File: config.mk
export PLATFORM = sky130hd
export DESIGN_NAME = bram_port_arbiter_flat
export DESIGN_NICKNAME = d
export VERILOG_FILES = /design/src/rtl/bram_req_if.sv /design/src/rtl/bram_port_arbiter.sv /design/src/flat_wrapper.sv
export SDC_FILE = /design/constraint.sdc
export NUM_CORES = 1
export LEC_CHECK = 0
export ABC_AREA = 1
export BUFFER_PORTS_ARGS = -buffer_cell sky130_fd_sc_hd__buf_2
export CAP_MARGIN = 20
export CORE_UTILIZATION = 30
export DETAILED_ROUTE_END_ITERATION = 8
export GPL_TIMING_DRIVEN = 0
export PLACE_DENSITY = 0.69
export SLEW_MARGIN = 20
export SYNTH_ARGS = -nofsm -noshare
export SYNTH_HDL_FRONTEND = slang
export SYNTH_SLANG_ARGS = --single-unit
export TNS_END_PERCENT = 20
File: constraint.sdc
create_clock -name clock -period 1.2 [get_ports clock]
set_input_delay 0.06 -clock clock [delete_from_list [all_inputs] [get_ports clock]]
set_output_delay 0.06 -clock clock [all_outputs]
set_load 0.02 [all_outputs]
File: src/rtl/bram_req_if.sv
// One requester's port into the shared block RAM.
// The requester drives the request and receives the read response back.
interface bram_req_if #(
  parameter int DATA_WIDTH    = 16,
  parameter int ADDRESS_WIDTH = 11
);
  logic                     valid;
  logic                     ready;
  logic                     wen;
  logic [ADDRESS_WIDTH-1:0] addr;
  logic [DATA_WIDTH-1:0]    wdata;
  logic                     rsp_valid;
  logic [DATA_WIDTH-1:0]    rsp_rdata;

  modport master (
    output valid, wen, addr, wdata,
    input  ready, rsp_valid, rsp_rdata
  );

  modport slave (
    input  valid, wen, addr, wdata,
    output ready, rsp_valid, rsp_rdata
  );
endinterface

File: src/rtl/bram_port_arbiter.sv
// Shares one single-read/single-write block RAM between two requesters,
// with independent round-robin read and write arbitration and a memory clear.
//
// state | meaning
// IDLE  | serve requests; reads and writes arbitrated independently
// CLEAR | write zero to every address, one per cycle; requests stalled
module bram_port_arbiter #(
  parameter int DATA_WIDTH    = 16,
  parameter int ADDRESS_WIDTH = 11
) (
  input  logic                     clock,
  input  logic                     reset_n,
  input  logic                     clear_start,
  output logic                     clear_busy,
  bram_req_if.slave                req0,
  bram_req_if.slave                req1,
  output logic [ADDRESS_WIDTH-1:0] mem_raddr,
  input  logic [DATA_WIDTH-1:0]    mem_dout,
  output logic                     mem_wen,
  output logic [ADDRESS_WIDTH-1:0] mem_waddr,
  output logic [DATA_WIDTH-1:0]    mem_din
);

  typedef enum logic {IDLE, CLEAR} state_t;

  state_t                   state_q, state_d;
  logic [ADDRESS_WIDTH-1:0] clear_addr_q, clear_addr_d;
  logic                     rd_prio_q, wr_prio_q;
  logic [ADDRESS_WIDTH-1:0] raddr_q;
  logic [1:0]               rsp_pend_q;
  logic [1:0]               rd_cand, wr_cand;
  logic [1:0]               rd_gnt, wr_gnt;
  logic [1:0]               rd_sel, wr_sel;

  assign rd_cand = {req1.valid & ~req1.wen, req0.valid & ~req0.wen};
  assign wr_cand = {req1.valid &  req1.wen, req0.valid &  req0.wen};

  always_comb begin
    state_d      = state_q;
    clear_addr_d = clear_addr_q;
    rd_gnt       = '0;
    wr_gnt       = '0;
    unique case (state_q)
      IDLE: begin
        if (clear_start) state_d = CLEAR;
        rd_gnt[1] = rd_cand[1] & (~rd_cand[0] | rd_prio_q);
        rd_gnt[0] = rd_cand[0] & ~rd_gnt[1];
        wr_gnt[1] = wr_cand[1] & (~wr_cand[0] | wr_prio_q);
        wr_gnt[0] = wr_cand[0] & ~wr_gnt[1];
      end
      CLEAR: begin
        clear_addr_d = clear_addr_q + ADDRESS_WIDTH'(1);
        if (&clear_addr_q) state_d = IDLE;
      end
      default: state_d = IDLE;
    endcase
  end

  // Grants seen outside the block are held off while reset is asserted;
  // the raw grants only feed flops that are themselves held in reset.
  assign rd_sel = reset_n ? rd_gnt : 2'b00;
  assign wr_sel = reset_n ? wr_gnt : 2'b00;

  assign clear_busy = (state_q == CLEAR);
  assign req0.ready = rd_sel[0] | wr_sel[0];
  assign req1.ready = rd_sel[1] | wr_sel[1];

  assign mem_raddr = rd_sel[1] ? req1.addr :
                     rd_sel[0] ? req0.addr : raddr_q;
  assign mem_wen   = clear_busy | (|wr_sel);
  assign mem_waddr = clear_busy ? clear_addr_q :
                     wr_sel[1]  ? req1.addr    :
                     wr_sel[0]  ? req0.addr    : '0;
  assign mem_din   = wr_sel[1]  ? req1.wdata   :
                     wr_sel[0]  ? req0.wdata   : '0;

  assign req0.rsp_valid = rsp_pend_q[0];
  assign req1.rsp_valid = rsp_pend_q[1];
  assign req0.rsp_rdata = rsp_pend_q[0] ? mem_dout : '0;
  assign req1.rsp_rdata = rsp_pend_q[1] ? mem_dout : '0;

  always_ff @(posedge clock or negedge reset_n) begin
    if (!reset_n) begin
      state_q      <= IDLE;
      clear_addr_q <= '0;
      rd_prio_q    <= 1'b0;
      wr_prio_q    <= 1'b0;
      raddr_q      <= '0;
      rsp_pend_q   <= '0;
    end else begin
      state_q      <= state_d;
      clear_addr_q <= clear_addr_d;
      rsp_pend_q   <= rd_gnt;
      if (|rd_gnt) begin
        rd_prio_q <= rd_gnt[0];
        raddr_q   <= rd_gnt[1] ? req1.addr : req0.addr;
      end
      if (|wr_gnt) wr_prio_q <= wr_gnt[0];
    end
  end

endmodule

File: src/flat_wrapper.sv
// flat-port wrapper written by rule: the top's interface ports become plain ports
module bram_port_arbiter_flat 
#(
  parameter int DATA_WIDTH    = 16,
  parameter int ADDRESS_WIDTH = 11
)
  (clock, reset_n, clear_start, clear_busy, mem_raddr, mem_dout, mem_wen, mem_waddr, mem_din, req0_valid, req0_wen, req0_addr, req0_wdata, req0_ready, req0_rsp_valid, req0_rsp_rdata, req1_valid, req1_wen, req1_addr, req1_wdata, req1_ready, req1_rsp_valid, req1_rsp_rdata);
  bram_req_if #(.DATA_WIDTH(DATA_WIDTH), .ADDRESS_WIDTH(ADDRESS_WIDTH)) req0_i ();
  bram_req_if #(.DATA_WIDTH(DATA_WIDTH), .ADDRESS_WIDTH(ADDRESS_WIDTH)) req1_i ();
  input  logic clock;
  input  logic reset_n;
  input  logic clear_start;
  output logic clear_busy;
  output logic [ADDRESS_WIDTH-1:0] mem_raddr;
  input  logic [DATA_WIDTH-1:0] mem_dout;
  output logic mem_wen;
  output logic [ADDRESS_WIDTH-1:0] mem_waddr;
  output logic [DATA_WIDTH-1:0] mem_din;
  input wire logic [$bits(req0_i.valid)-1:0] req0_valid;
  input wire logic [$bits(req0_i.wen)-1:0] req0_wen;
  input wire logic [$bits(req0_i.addr)-1:0] req0_addr;
  input wire logic [$bits(req0_i.wdata)-1:0] req0_wdata;
  output wire logic [$bits(req0_i.ready)-1:0] req0_ready;
  output wire logic [$bits(req0_i.rsp_valid)-1:0] req0_rsp_valid;
  output wire logic [$bits(req0_i.rsp_rdata)-1:0] req0_rsp_rdata;
  input wire logic [$bits(req1_i.valid)-1:0] req1_valid;
  input wire logic [$bits(req1_i.wen)-1:0] req1_wen;
  input wire logic [$bits(req1_i.addr)-1:0] req1_addr;
  input wire logic [$bits(req1_i.wdata)-1:0] req1_wdata;
  output wire logic [$bits(req1_i.ready)-1:0] req1_ready;
  output wire logic [$bits(req1_i.rsp_valid)-1:0] req1_rsp_valid;
  output wire logic [$bits(req1_i.rsp_rdata)-1:0] req1_rsp_rdata;
  assign req0_i.valid = req0_valid;
  assign req0_i.wen = req0_wen;
  assign req0_i.addr = req0_addr;
  assign req0_i.wdata = req0_wdata;
  assign req0_ready = req0_i.ready;
  assign req0_rsp_valid = req0_i.rsp_valid;
  assign req0_rsp_rdata = req0_i.rsp_rdata;
  assign req1_i.valid = req1_valid;
  assign req1_i.wen = req1_wen;
  assign req1_i.addr = req1_addr;
  assign req1_i.wdata = req1_wdata;
  assign req1_ready = req1_i.ready;
  assign req1_rsp_valid = req1_i.rsp_valid;
  assign req1_rsp_rdata = req1_i.rsp_rdata;
  bram_port_arbiter #(.DATA_WIDTH(DATA_WIDTH), .ADDRESS_WIDTH(ADDRESS_WIDTH)) u_core (.clock(clock), .reset_n(reset_n), .clear_start(clear_start), .clear_busy(clear_busy), .req0(req0_i), .req1(req1_i), .mem_raddr(mem_raddr), .mem_dout(mem_dout), .mem_wen(mem_wen), .mem_waddr(mem_waddr), .mem_din(mem_din));
endmodule
* Yosys cells after proc, flatten, opt, wreduce, memory -nomap -nowiden
Index checks and enable logic that the tools add are counted.
Word-level totals: register bits 27, latch bits 0, bits in writable memories 0, memory bits (read-only) 0, output and inout bits 76, logic and storage cells 48, memories kept 0
Cells by class: add/subtract/negate cells 1, multipliers 0, div/mod/pow operators 0, order comparisons 0, eq/ne operators 0, shifts and indexed selects 0, multiplexer cells 17, bitwise logic cells 20, reductions and logical operators 4
Operator list (number):
- 11-bit 2-to-1 mux | 6
- 16-bit 2-to-1 mux | 4
- 11-bit by 1-bit adder with 11-bit output (second input constant) | 1
- 11-bit AND reduction | 1
- 1-bit AND | 8
- 2-bit 2-to-1 mux | 4
- 1-bit inverter | 7
- 2-bit OR reduction | 3
- 1-bit bitwise OR | 5
- 1-bit 2-to-1 mux | 2
- 1-bit case mux with 2 select lines | 1

* Depth between registers and ports, before layout
depth in word-level cells 11, mapped depth 9, gate-level depth less buffers 9

* Worst setup path before layout
OpenSTA, ideal clock, no wires.
path type reg2out, start register u_core.state_q (netlist: u_core.clear_busy), end output port mem_raddr[1], arrival time 1376 ps, slack -236 ps, cell stages (with the launch flop) 7, buffers on the path 1, cells stage by stage dfrtp_1 nor2_1 nand3_1 buf_2 nand2_1 nand3_1 nand2_1
Between the ends: word-level cells in the longest chain between the ends 4
RTL lines:
- from (decl) | RTL line bram_port_arbiter.sv:26 | state_t state_q, state_d;
- from (signal assigned) | RTL line bram_port_arbiter.sv:91 | state_q <= state_d;
- 2-bit 2-to-1 mux (*) | RTL line bram_port_arbiter.sv:43 | unique case (state_q)
- 2-bit 2-to-1 mux (*) | RTL line bram_port_arbiter.sv:61 | assign rd_sel = reset_n ? rd_gnt : 2'b00;
- 11-bit 2-to-1 mux | RTL line bram_port_arbiter.sv:69 | rd_sel[0] ? req0.addr : raddr_q;
- 11-bit 2-to-1 mux (*) | RTL line bram_port_arbiter.sv:68 | assign mem_raddr = rd_sel[1] ? req1.addr :
- to (decl) | RTL line flat_wrapper.sv:14 | output logic [ADDRESS_WIDTH-1:0] mem_raddr;
Every way passes the cells marked *; elsewhere a longest branch is shown, timed or not.

* Worst setup path after layout
start register u_core.state_q (netlist: u_core.clear_busy), end output port mem_din[7]
Between the ends: word-level cells in the longest chain between the ends 4
RTL lines:
- 2-bit 2-to-1 mux (*) | RTL line bram_port_arbiter.sv:43
- 2-bit 2-to-1 mux (*) | RTL line bram_port_arbiter.sv:62 | assign wr_sel = reset_n ? wr_gnt : 2'b00;
- 16-bit 2-to-1 mux | RTL line bram_port_arbiter.sv:75 | wr_sel[0] ? req0.wdata : '0;
- 16-bit 2-to-1 mux (*) | RTL line bram_port_arbiter.sv:74 | assign mem_din = wr_sel[1] ? req1.wdata :
- to (decl) | RTL line flat_wrapper.sv:18 | output logic [DATA_WIDTH-1:0] mem_din;
Marks and branches as above.

==> summary.md <==
| Metric | Value |
|---|---|
| Ant diodes | 0 |
| Most common cell after layout, fill and taps aside | nand2_1 |
| WL per Instance | approximately 14 um |
| Failing checks | setup timing |
| Measured slew at the worst slew-check pin | 0.626 ns |
| Global Route Usage Sum | 0.215 |
| Syn Inst Count | between 400 and 500 |
| Setup crit end kind | primary output |
| CTS root buffer | clkbuf_8 |
| Area grow syn2layout | 77.3% |
| Worst hold path type | in2reg |
| Status | finished, violations left |
| Chip Width | ~90 um |
| Worst reg-to-reg setup slack | -0.27 ns |
| Reg2reg path depth | 8 |
| Final hold violation count | 0 |
| Worst-skew pair later-pin latency | about 0.28 ns |
| Hold Startpoint | req1_addr[3] |
| Most frequent cells in the layout | nand2_1 (123), buf_2 (105), inv_1 (71), buf_6 (61) |
| Worst hold endpoint | u_core.raddr_q[3] |
| Overflow after GRT | 0 |
| Synthesized cell area | roughly 0.0024 mm2 |
| Layout cells sized above 1 | 0.479 |
| Setup crit start kind | flip-flop |
| Placer Congestion | about 0.94 |
| Worst endpoint required time | 1.14 ns |
| Worst R2R End | u_core.clear_addr_q[8] |
| Maximum clock frequency | around 580 MHz |
| Metal2 WL | 5.10 mm |
| Footprint of the multi-input gates | about 0.0017 mm2 |
| # DRC | 0 |
| Max_cap viols | 0 |
| Power Total | between 1.5 and 2 mW |
| Max Root-Sink Buffers | 2 |
| Via count | between 3000 and 4000 |
| Unique cell type count in the Yosys netlist | 23 |
| FILL cells | about 730 |
| Critical path type | reg2out |
| DRT met1 WL | ~3.7 mm |
| Lkg Pwr | about 2.7 nW |
| Ys Warns | 0 |
| Avg Cell Area, Syn | approximately 5.7 um2 |
| Fin crit share | 1.43 |
| Initial antenna violation count | 0 |
| Slew headroom | 0.583 |
| H-tree levels | 1 |
| Setup Skew | 0.0101 ns |
| Area of all sequential standard cells | 677 um2 |
| Hold Crit Depth | 3 |
| Non-filler cells, final | ~700 |
| Unrepaired setup endpoints after global routing | true |
| Final setup fails | 81 |
| Fin crit period | ~1.7 ns |
| Die area | 0.00844 mm2 |
| CTS Buf Count | 3 |
| First-pass GRT wire length | between 10 and 15 mm |
| Via density per instance | ~4.7 |
| VDD IR max | approximately 0.42 mV |
| Die H | 91.9 um |
| Arr. time, crit path | approximately 1.7 ns |
| Crit Path Max Fanout | 6 |
| Register bit total from synthesis | 27 |
| Detailed-route wire length | between 9 and 10 mm |
| DR WL met3 | a little under 600 um |
| Placed Cells | 679 |
| Mapped Nets | 503 |
| Clk slew on worst S/H paths | 0.11 ns |
| Fin. max-slew vios | 0 |
| Post-detail-place hpwl | 6.66 mm |
| TritonCTS clock tree | done |
| Sequential share of the synthesized area | 0.279 |
| Pwr per Cell Area | 459 mW/mm2 |
| Post-route setup slack | -0.514 ns |
| Vias in the first global route | roughly 3100 |
| Post-route ant nets | 0 |
| Initial DRC Count | 184 |
| Reg2reg start | u_core.clear_busy |
| CTS Sinks | 27 |
| Largest net degree at the start of global routing | 28 |
| Top layer in use | met4 |
| Starting Density | 0.312 |
| Port buffer count | 152 |
| Final net count | around 680 |
| Pre-Repair DR Iteration Count | 4 |
| I/O pins | between 150 and 200 |
| Core Box Area | slightly below 0.008 mm2 |
| Row count | 32 |
-- how the worst max path moves through the flow --
| stage | from | end | slack (ns) | cells past startpoint |
|---|---|---|---|---|
| after floorplan | u_core.clear_busy | mem_waddr[7] | -0.06 | 5 |
| after global placement | reset_n | mem_din[12] | -0.73 | 7 |
| after detailed placement | reset_n | mem_din[13] | -0.82 | 7 |
| after CTS | u_core.clear_busy | mem_waddr[10] | -0.48 | 7 |
| after global routing | u_core.clear_busy | mem_din[7] | -0.60 | 7 |
| final | u_core.clear_busy | mem_din[7] | -0.51 | 7 |
-- metal layers --
| metal | GRT usage | vias up |
|---|---|---|
| li1 | - | 1639 |
| met3 | 0.0282 | 29 |
| met4 | 0.0924 | 0 |
| met2 | 0.383 | 155 |
| met1 | 0.258 | 1503 |
| met5 | 0 | - |
-- cell usage after synthesis (all sizes together) --
| library cell | count | area share |
|---|---|---|
| dfrtp | 27 | 0.28 |
| o21bai | 1 | 0.0077 |
| xor2 | 6 | 0.022 |
| xnor2 | 3 | 0.011 |
| clkbuf | 8 | 0.012 |
| nand4 | 12 | 0.031 |
| nand3 | 67 | 0.14 |
| inv | 78 | 0.12 |
| o22ai | 1 | 0.0026 |
| o21ai | 6 | 0.012 |
| nor2 | 18 | 0.035 |
| ha | 1 | 0.0052 |
| buf | 14 | 0.035 |
| nor3 | 4 | 0.010 |
| nand2 | 179 | 0.28 |
-- report_power, final --
group / switching (mW) / total (mW) / internal (mW)
Sequential: 0.0164 / 0.954 / 0.937
Clock: 0.315 / 0.549 / 0.233
Combinational: 0.268 / 0.472 / 0.204
-- registers in the layout, indices dropped and copies added (netlist names) --
register	cells
u_core.clear_busy	1
u_core.rsp_pend_q	2
u_core.rd_prio_q	1
u_core.wr_prio_q	1
u_core.raddr_q	11
u_core.clear_addr_q	11
-- per-stage QoR --
step | TNS (ns) | hold slack (ns) | cell area (um2) | setup WS, ns | utilization
2_1_floorplan | -2.33 | -0.236 | 2550 | -0.0640 | -
3_3_place_gp | -27.73 | 0.117 | 3440 | -0.733 | 0.443
3_5_place_dp | -31.16 | 0.129 | 3440 | -0.816 | 0.443
4_1_cts | -21.16 | 0.0314 | 4110 | -0.480 | 0.529
5_1_grt | -26.88 | 0.0233 | 4300 | -0.595 | 0.553
6_report | -21.98 | 0.0216 | 4300 | -0.514 | 0.553
-- critical path: stages (launching register included) --
cell and delay, ns:
dfrtp_2 0.50, nor3_2 0.23, nand2_2 0.14, clkinv_4 0.12
buf_6 0.14, nand2_2 0.06, nand2_2 0.06, buf_6 0.11
-- cells by family after synthesis --
logic type,Yosys count,synth area share
buffers and inverters,100,0.168
XOR/XNOR,9,0.0325
AND/OR/NAND/NOR,280,0.493
AO/OA/AOI/OAI,8,0.0227
flip-flops,27,0.279
adder cells (fa/ha/maj),1,0.00516
-- timing repair --
action	4_1_cts	5_1_grt
hold buffers	3	0
buffers inserted	8	1
setup endpoints to repair	94	86
gates cloned	6	0
resized for setup	155	56
pin swaps	8	11
hold endpoints to repair	28	0
-- area by class of cell --
class                           instances  area share
Multi-Input combinational cell        298       0.387
Timing Repair inverter                  1    0.000873
Clock inverter                          1     0.00116
Buffer                                 22      0.0527
Inverter                               78      0.0699
Timing Repair Buffer                  169       0.291
Tap cell                              102      0.0297
Sequential cell                        27       0.157
Clock buffer                            3     0.00961
Power figures use the tool's default switching activity.
